===== config.mk =====
export PLATFORM = sky130hd
export DESIGN_NAME = mem_arbiter
export DESIGN_NICKNAME = d
export VERILOG_FILES = /design/src/rtl/mem_arbiter.sv
export SDC_FILE = /design/constraint.sdc
export NUM_CORES = 1
export LEC_CHECK = 0
export BUFFER_PORTS_ARGS = -buffer_cell sky130_fd_sc_hd__buf_2
export CAP_MARGIN = 20
export CORE_UTILIZATION = 47
export DETAILED_ROUTE_END_ITERATION = 7
export GPL_ROUTABILITY_DRIVEN = 1
export PLACE_DENSITY = 0.79
export RECOVER_POWER = 100
export SLEW_MARGIN = 15
export SYNTH_ARGS = -nofsm -noshare
export SYNTH_HDL_FRONTEND = slang
export SYNTH_SLANG_ARGS = --single-unit

===== constraint.sdc =====
create_clock -name clk -period 2.1 [get_ports clk]
set_input_delay 0.21 -clock clk [delete_from_list [all_inputs] [get_ports clk]]
set_output_delay 0.21 -clock clk [all_outputs]
set_load 0.03 [all_outputs]

===== src/rtl/mem_arbiter.sv =====
// Single-ported memory arbiter between instruction fetch (read-only) and data
// access (read/write); data has priority, a starvation counter forces fetch.
module mem_arbiter #(
    parameter int ADDR_W     = 16,
    parameter int DATA_W     = 16,
    parameter int STARVE_MAX = 2,
    parameter int TIMEOUT    = 255
) (
    input  logic              clk,
    input  logic              rst,
    input  logic              i_req,
    input  logic [ADDR_W-1:0] i_addr,
    output logic [DATA_W-1:0] i_rdata,
    output logic              i_done,
    input  logic              d_req,
    input  logic              d_wr,
    input  logic [ADDR_W-1:0] d_addr,
    input  logic [DATA_W-1:0] d_wdata,
    output logic [DATA_W-1:0] d_rdata,
    output logic              d_done,
    output logic              mem_en,
    output logic              mem_wr,
    output logic [ADDR_W-1:0] mem_addr,
    output logic [DATA_W-1:0] mem_wdata,
    input  logic [DATA_W-1:0] mem_rdata,
    input  logic              mem_valid,
    output logic [1:0]        grant,
    output logic              busy,
    output logic              err
);
    localparam int SC_W = (STARVE_MAX < 1) ? 1 : $clog2(STARVE_MAX + 1);
    localparam int TO_W = (TIMEOUT < 2) ? 1 : $clog2(TIMEOUT + 1);

    localparam logic [1:0] GNT_NONE  = 2'b00;
    localparam logic [1:0] GNT_FETCH = 2'b01;
    localparam logic [1:0] GNT_DATA  = 2'b10;

    typedef enum logic [1:0] {IDLE, ISSUE, WAIT, DONE} state_t;

    state_t          state;
    logic [SC_W-1:0] starve_cnt;
    logic [TO_W-1:0] to_cnt;
    logic            fetch_forced;
    logic            pick_data;
    logic            pick_fetch;
    logic            to_hit;

    // Fetch is forced only when it is waiting and data already won STARVE_MAX times in a row.
    always_comb begin
        fetch_forced = i_req && (starve_cnt == SC_W'(STARVE_MAX));
        pick_data    = d_req && !fetch_forced;
        pick_fetch   = !pick_data && i_req;
        to_hit       = (int'(to_cnt) >= TIMEOUT - 1);
    end

    assign busy = (state != IDLE);

    always_ff @(posedge clk) begin
        if (rst) begin
            state      <= IDLE;
            grant      <= GNT_NONE;
            mem_en     <= 1'b0;
            mem_wr     <= 1'b0;
            mem_addr   <= '0;
            mem_wdata  <= '0;
            i_rdata    <= '0;
            d_rdata    <= '0;
            i_done     <= 1'b0;
            d_done     <= 1'b0;
            err        <= 1'b0;
            starve_cnt <= '0;
            to_cnt     <= '0;
        end else begin
            mem_en <= 1'b0;
            i_done <= 1'b0;
            d_done <= 1'b0;
            err    <= 1'b0;
            case (state)
                IDLE: begin
                    if (pick_data) begin
                        grant     <= GNT_DATA;
                        mem_addr  <= d_addr;
                        mem_wr    <= d_wr;
                        mem_wdata <= d_wdata;
                        mem_en    <= 1'b1;
                        state     <= ISSUE;
                        if (i_req && !fetch_forced)
                            starve_cnt <= starve_cnt + 1'b1;
                    end else if (pick_fetch) begin
                        grant      <= GNT_FETCH;
                        mem_addr   <= i_addr;
                        mem_wr     <= 1'b0;
                        mem_en     <= 1'b1;
                        starve_cnt <= '0;
                        state      <= ISSUE;
                    end
                end
                ISSUE: begin
                    to_cnt <= '0;
                    state  <= WAIT;
                end
                WAIT: begin
                    if (mem_valid) begin
                        if (grant == GNT_FETCH) begin
                            i_rdata <= mem_rdata;
                            i_done  <= 1'b1;
                        end else begin
                            if (!mem_wr)
                                d_rdata <= mem_rdata;
                            d_done <= 1'b1;
                        end
                        state <= DONE;
                    end else if (to_hit) begin
                        // Abort: the owner sees all-ones data together with err.
                        if (grant == GNT_FETCH) begin
                            i_rdata <= '1;
                            i_done  <= 1'b1;
                        end else begin
                            d_rdata <= '1;
                            d_done  <= 1'b1;
                        end
                        err   <= 1'b1;
                        state <= DONE;
                    end else begin
                        to_cnt <= to_cnt + 1'b1;
                    end
                end
                DONE: begin
                    grant  <= GNT_NONE;
                    mem_wr <= 1'b0;
                    state  <= IDLE;
                end
                default: state <= IDLE;
            endcase
        end
    end
endmodule


Yosys cells after proc, flatten, opt, wreduce, memory -nomap -nowiden
Index checks and enable logic that the tools add are counted.
{ "word_totals": {"reg_bits": 83} }
{ "op_classes": {"n_eq_ne": 11, "mux": 36, "addsub": 2, "bitwise_logic": 3, "reduce_logical": 23, "order_cmp": 1} }
{ "ops": {"columns": ["operator", "n"], "rows": [
  ["16-bit 2-to-1 mux", 11],
  ["2-bit 2-to-1 mux", 8],
  ["8-bit 2-to-1 mux", 2],
  ["8-bit case mux with 2 select lines", 1],
  ["1-bit 2-to-1 mux", 11],
  ["2-bit nonzero test", 5],
  ["3-bit AND reduction", 3],
  ["8-bit by 1-bit adder with 8-bit output (second input constant)", 1],
  ["8-bit >= comparator (second input constant)", 1],
  ["2-bit case mux with 4 select lines", 1],
  ["2-bit AND reduction", 4],
  ["2-bit == test (second input constant)", 3],
  ["2-bit inequality test (second input constant)", 3],
  ["3-bit inequality test (second input constant)", 2],
  ["2-bit by 1-bit == test with 1-bit output (second input constant)", 2],
  ["1-bit logical AND", 4],
  ["2-bit case mux with 2 select lines", 1],
  ["4-bit AND reduction", 1],
  ["2-bit OR reduction", 2],
  ["1-bit NOT", 3],
  ["3-bit OR reduction", 1],
  ["2-bit by 1-bit adder with 2-bit output (second input constant)", 1],
  ["1-bit zero test", 2],
  ["2-bit zero test", 1],
  ["2 further kinds", 2]
]} }

Longest topological paths before layout
{ "logic_depth": {"depth_word": 9, "depth_mapped": 8} }

Worst setup path after synthesis
OpenSTA, ideal clock, no wires.
{ "synth_timing": {"path_type": "register -> register", "from": "register state[0]", "to": "register d_rdata[10]", "stages_incl_launch_ff": 8, "t_arrival_ps": 1672, "path_slack_ps": 309, "required_ps": 1981, "path_cell_list": "dfxtp_1 -> inv_1 -> ha_1 -> o21ai_0 -> or2_2 -> clkbuf_1 -> buf_4 -> o221a_2"} }
{ "synth_between": {"elab_chain_cells": 2} }
{ "synth_rtl": {"columns": ["item", "line", "text"], "rows": [
  ["from (decl)", "40", "state_t state;"],
  ["from (signal assigned)", "60", "state <= IDLE;"],
  ["from (signal assigned)", "86", "state <= ISSUE;"],
  ["from (signal assigned)", "95", "state <= ISSUE;"],
  ["2-bit == test", "78", "case (state)"],
  ["4-bit AND reduction (no source line)", null, null],
  ["to (signal assigned)", "109", "d_rdata <= mem_rdata;"],
  ["to (decl)", "19", "output logic [DATA_W-1:0] d_rdata,"]
]} }
No other way between the ends.
A chain may end at the register's enable or synchronous reset.

Worst setup path after layout
{ "layout_timing": {"from": "register starve_cnt[0]", "to": "register mem_wdata[9]"} }
{ "layout_between": {"elab_chain_cells": 5} }
{ "layout_rtl": {"columns": ["item", "line", "text"], "rows": [
  ["from (decl)", "41", "logic [SC_W-1:0] starve_cnt;"],
  ["from (signal assigned)", "88", "starve_cnt <= starve_cnt + 1'b1;"],
  ["2-bit == test", "50", "fetch_forced = i_req && (starve_cnt == SC_W'(STARVE_MAX));"],
  ["1-bit logical AND", "50", null],
  ["1-bit zero test", "51", "pick_data = d_req && !fetch_forced;"],
  ["1-bit logical AND", "51", null],
  ["2-bit AND reduction (no source line)", null, null],
  ["to (signal assigned)", "84", "mem_wdata <= d_wdata;"],
  ["to (decl)", "24", "output logic [DATA_W-1:0] mem_wdata,"]
]} }
No other way between the ends.

==> results.txt <==
----------------------------------------------------
[Outcome]
  Run status ... finished, final reports clean

[STA]
  Worst Hold Margin ... between 0.08 and 0.09 ns
  Unrepaired setup endpoints after global routing ... no
  Max Clock Skew ... ~0.011 ns
  Max-slew headroom at the worst pin ... a little under three fifths
  Fraction of the cycle the final worst path needs ... about nine tenths
  Endpoints failing setup ... 0
  Slew at the pin closest to its max-slew limit ... around 0.65 ns
  Highest clock rate ... 526 MHz
  Hold violation count in the final report ... 0
  Final critical delay including setup and external delays ... about 1.9 ns
  Final setup TNS ... 0 ns
  Final count of pins violating max slew ... 0

[GRT]
  Global-route wire length before repair ... around 13000 um
  GRT overflow ... 0
  GRT Overall Usage ... between 20% and 30%
  Largest net degree at the start of global routing ... 33
  Vias in the first global route ... between 2000 and 3000
  Number of antenna violations at the first check in global routing ... 1

[Critical path]
  Number of cell instances on the worst register-to-register path ... 7
  Capture point of the worst reg-to-reg path ... mem_wdata[9]$_SDFFE_PP0P_
  Kind of start point of the critical path ... flop
  RR Startpoint ... starve_cnt[0]$_SDFFE_PP0P_
  Critical path's slowest cell ... sky130_fd_sc_hd__nand2_1
  Critical path's largest stage delay ... between 0.3 and 0.4 ns
  Number of buffer and inverter instances along the worst setup path ... 2
  Cells traversed along the worst timing path ... inv_1 > ha_1 > a21boi_2 > clkbuf_2 > nand2_1 > nand2_1 > a21oi_1
  Most used cell, CP ... sky130_fd_sc_hd__nand2_1
  Max FO, Critical Path ... 16
  WS Path Type ... reg -> reg
  R2R setup slack ... ~0.2 ns
  Data required time at the worst endpoint ... roughly 2.3 ns
  Crit path max-delay family ... simple AND/OR/NAND/NOR gates
  Kind of end point of the critical path ... flop
  Crit path arrival time ... approximately 2.1 ns

[Layout]
  Synthesis-to-finish area growth ... 26.6%
  FILL cells ... ~630
  Nets ... around 580
  Fraction of final layout cells sized beyond drive strength 1 ... between 20 and 25%
  Commonest cells after routing, fill and taps aside ... sky130_fd_sc_hd__dfxtp_1, sky130_fd_sc_hd__clkbuf_1, sky130_fd_sc_hd__buf_2
  Most common library cell in the layout ignoring fill and taps ... sky130_fd_sc_hd__dfxtp_1
  Diode insertion count for antenna repair ... 0
  Count of non-filler cells in the finished layout ... 600
  Non-Filler Cell Area, Final ... approximately 0.0042 sq mm

[CTS]
  Count of hold-fix buffers inserted at cts ... 0
  Clock tree from TritonCTS ... done
  Count of clock tree sinks ... a little over 80
  Post-CTS Setup Bufs ... 0
  Count of H-tree levels built during CTS ... 3
  Post_cts resized ... 0
  Clock latency at the later pin of the worst-skew pair ... approximately 0.35 ns
  CTS buffer count ... 9
  Root Buffer ... sky130_fd_sc_hd__clkbuf_8
  CTS clock-pin slew for the worst setup and hold paths ... 0.09 ns
  Maximum clock insertion buffer count ... 2

[Route]
  Drt first pass iters ... 5
  Number of DRC violations after detailed-routing iteration 0 ... 150
  Via count of the routed design ... about 3100
  Post-route ant nets ... 0
  Routed wire per std cell ... between 10 and 15 um
  Drc violations ... 0
  Total wire length after detailed routing ... 8370 um
  Detailed-route vias per instance ... 5.22

[Power]
  Switching pwr ... 1860 uW
  Power per unit of standard cell area ... 1110 mW/mm^2
  Total internal power ... 2820 uW
  Highest ir drop seen on vdd ... slightly above 600 uV
  Logic pwr share ... around a third
  Part of the power in registers ... 42.1%
  Switching power as a share of total power ... around two fifths
  Leakage dissipation ... between 0.0015 and 0.002 uW
  Clock share of power ... approximately a quarter

[Yosys]
  Number of enable flip-flop cells after synthesis ... 0
  Largest cells by area after synthesis ... sky130_fd_sc_hd__dfxtp_1, sky130_fd_sc_hd__a21oi_1, sky130_fd_sc_hd__mux2i_1
  Number of register bits inferred by synthesis ... just over 80
  Post-synthesis instance area ... 0.00332 sq mm
  Fraction of registers with async set or reset after synthesis ... 0%
  Number of library cell types mapped by synthesis ... 44
  Synthesized Nets ... 442
  Fraction of synthesized cell area taken by the top area cell type ... 50.1%
  Number of synthesis warnings ... 0
  Prevailing post-synth register cell ... sky130_fd_sc_hd__dfxtp_1
  Synthesized area divided by synthesized cell count ... ~9.1 sq um
  Sequential fraction of the synthesis area ... between 50% and 60%
  Cell count after synthesis ... 364
  Cell taking the most area after synthesis ... sky130_fd_sc_hd__dfxtp_1

[Floorplan]
  Effective utilization at floorplan ... 48.8%
  Area inside the core boundary ... 0.00679 sq mm
  Die footprint ... 0.00739 sq mm
  Die Width ... around 86 um
  Cell Rows ... 30
  Total I/O pin count ... between 100 and 150
  Height of the die ... between 80 and 90 um

[Worst hold path]
  Cell depth of the worst hold path ... 3
  Kind of path behind the tightest hold check ... in -> reg
  Origin of the worst min-delay path ... d_wdata[13]
  Worst hold endpoint ... mem_wdata[13]$_SDFFE_PP0P_

[Place]
  DPL Wire Length ... 6100 um
  GP Congestion ... just over 0.8
  IO Port Bufs ... between 100 and 150
  Placement Cell Area ... between 0.004 and 0.005 sq mm
  Placed Cells ... between 500 and 600

[Flow run]
  Max-cap check violation count ... 0

----------------------------------------------------
metrics by stage:
step | setup slack (ns) | utilization [%] | power [uW]
after CTS | 0.223 | 63.3 | 4770
after detailed placement | 0.234 | 60.2 | 3580
final | 0.199 | 61.8 | 4680
after global routing | 0.0335 | 61.8 | 4920
after global placement | 0.322 | 60.2 | 3530
after floorplan | 0.309 | - | 3110
worst reg2reg max path: cells and delay by family, from the launching register on:
family / cells / cell delay, ns
AO/OA/AOI/OAI: 2 / 0.26
AND/OR/NAND/NOR: 2 / 0.58
flip-flops: 1 / 0.34
buffers and inverters: 2 / 0.41
adder cells (fa/ha/maj): 1 / 0.21
power by group through the flow:
stage	registers, uW	logic, uW	clock network (uW)
final	1970	1520	1190
after CTS	1960	1590	1220
after global routing	2000	1650	1280
after floorplan	2420	686	0
after detailed placement	1990	1590	0
after global placement	1980	1550	0
synthesized netlist by cell type, drive strengths merged, types with 2 or more instances:
master and instances:
and2 2, nor3 21, nand2 46, nor4 2, ha 8, nand4 3
buf 9, a22oi 2, nand3 3, nor2 25, dfxtp 83, o21ai 20
clkbuf 16, a32oi 2, inv 7, a21oi 55, o221a 16, o41ai 2
or2 3, mux2i 19, nand2b 4
metal layers:
layer / vias to the layer above / wire length, um / share of wire (%) / track usage [%]
li1: 1563 / - / - / -
met1: 1432 / 3790 / 45 / 28.4
met2: 127 / 3920 / 47 / 38.4
met3: 9 / 554 / 6.6 / 5.87
met4: 0 / 104 / 1.2 / 8.03
met5: - / 0 / 0 / 0
state kept, by name, indices dropped and copies added, names as in the netlist, 2 cells and up:
name / cells
i_rdata: 16
d_rdata: 16
starve_cnt: 2
state: 2
mem_addr: 16
grant: 2
to_cnt: 8
mem_wdata: 16
cells by family (layout without fill, tap and decap cells):
family | count (synthesis) | after routing | share of synthesized area, %
DFF | 83 | 83 | 50.1
muxes | 19 | 19 | 5.74
buffers and inverters | 33 | 173 | 4.30
and+or+nand+nor | 115 | 115 | 16.0
adders and majority gates | 8 | 8 | 3.02
AOI/OAI and AO/OA | 106 | 106 | 20.8
layout make-up:
type / count / area (sq um) / share of cell area, %
clock buffers: 9 / 124 / 2.95
clock inverters: 7 / 82.6 / 1.97
inverters: 8 / 30.0 / 0.715
multi-input cells: 248 / 1510 / 36.0
flip-flops and latches: 83 / 1660 / 39.6
well taps: 96 / 120 / 2.86
repair buffers: 149 / 669 / 15.9
how the worst max path moves through the flow:
stage / start / end / slack, ns / cells after the start
finish: starve_cnt[0]$_SDFFE_PP0P_ / mem_wdata[9]$_SDFFE_PP0P_ / 0.20 / 7
floorplan: state[0]$_SDFFE_PP0P_ / d_rdata[10]$_SDFFE_PP0P_ / 0.31 / 7
global route: starve_cnt[0]$_SDFFE_PP0P_ / mem_wdata[14]$_SDFFE_PP0P_ / 0.03 / 7
detailed placement: to_cnt[0]$_SDFFE_PP0P_ / to_cnt[3]$_SDFFE_PP0P_ / 0.23 / 6
global placement: to_cnt[1]$_SDFFE_PP0P_ / d_rdata[8]$_SDFFE_PP0P_ / 0.32 / 5
CTS: to_cnt[0]$_SDFFE_PP0P_ / to_cnt[3]$_SDFFE_PP0P_ / 0.22 / 6
No activity file was read; power rests on OpenSTA's default activity.
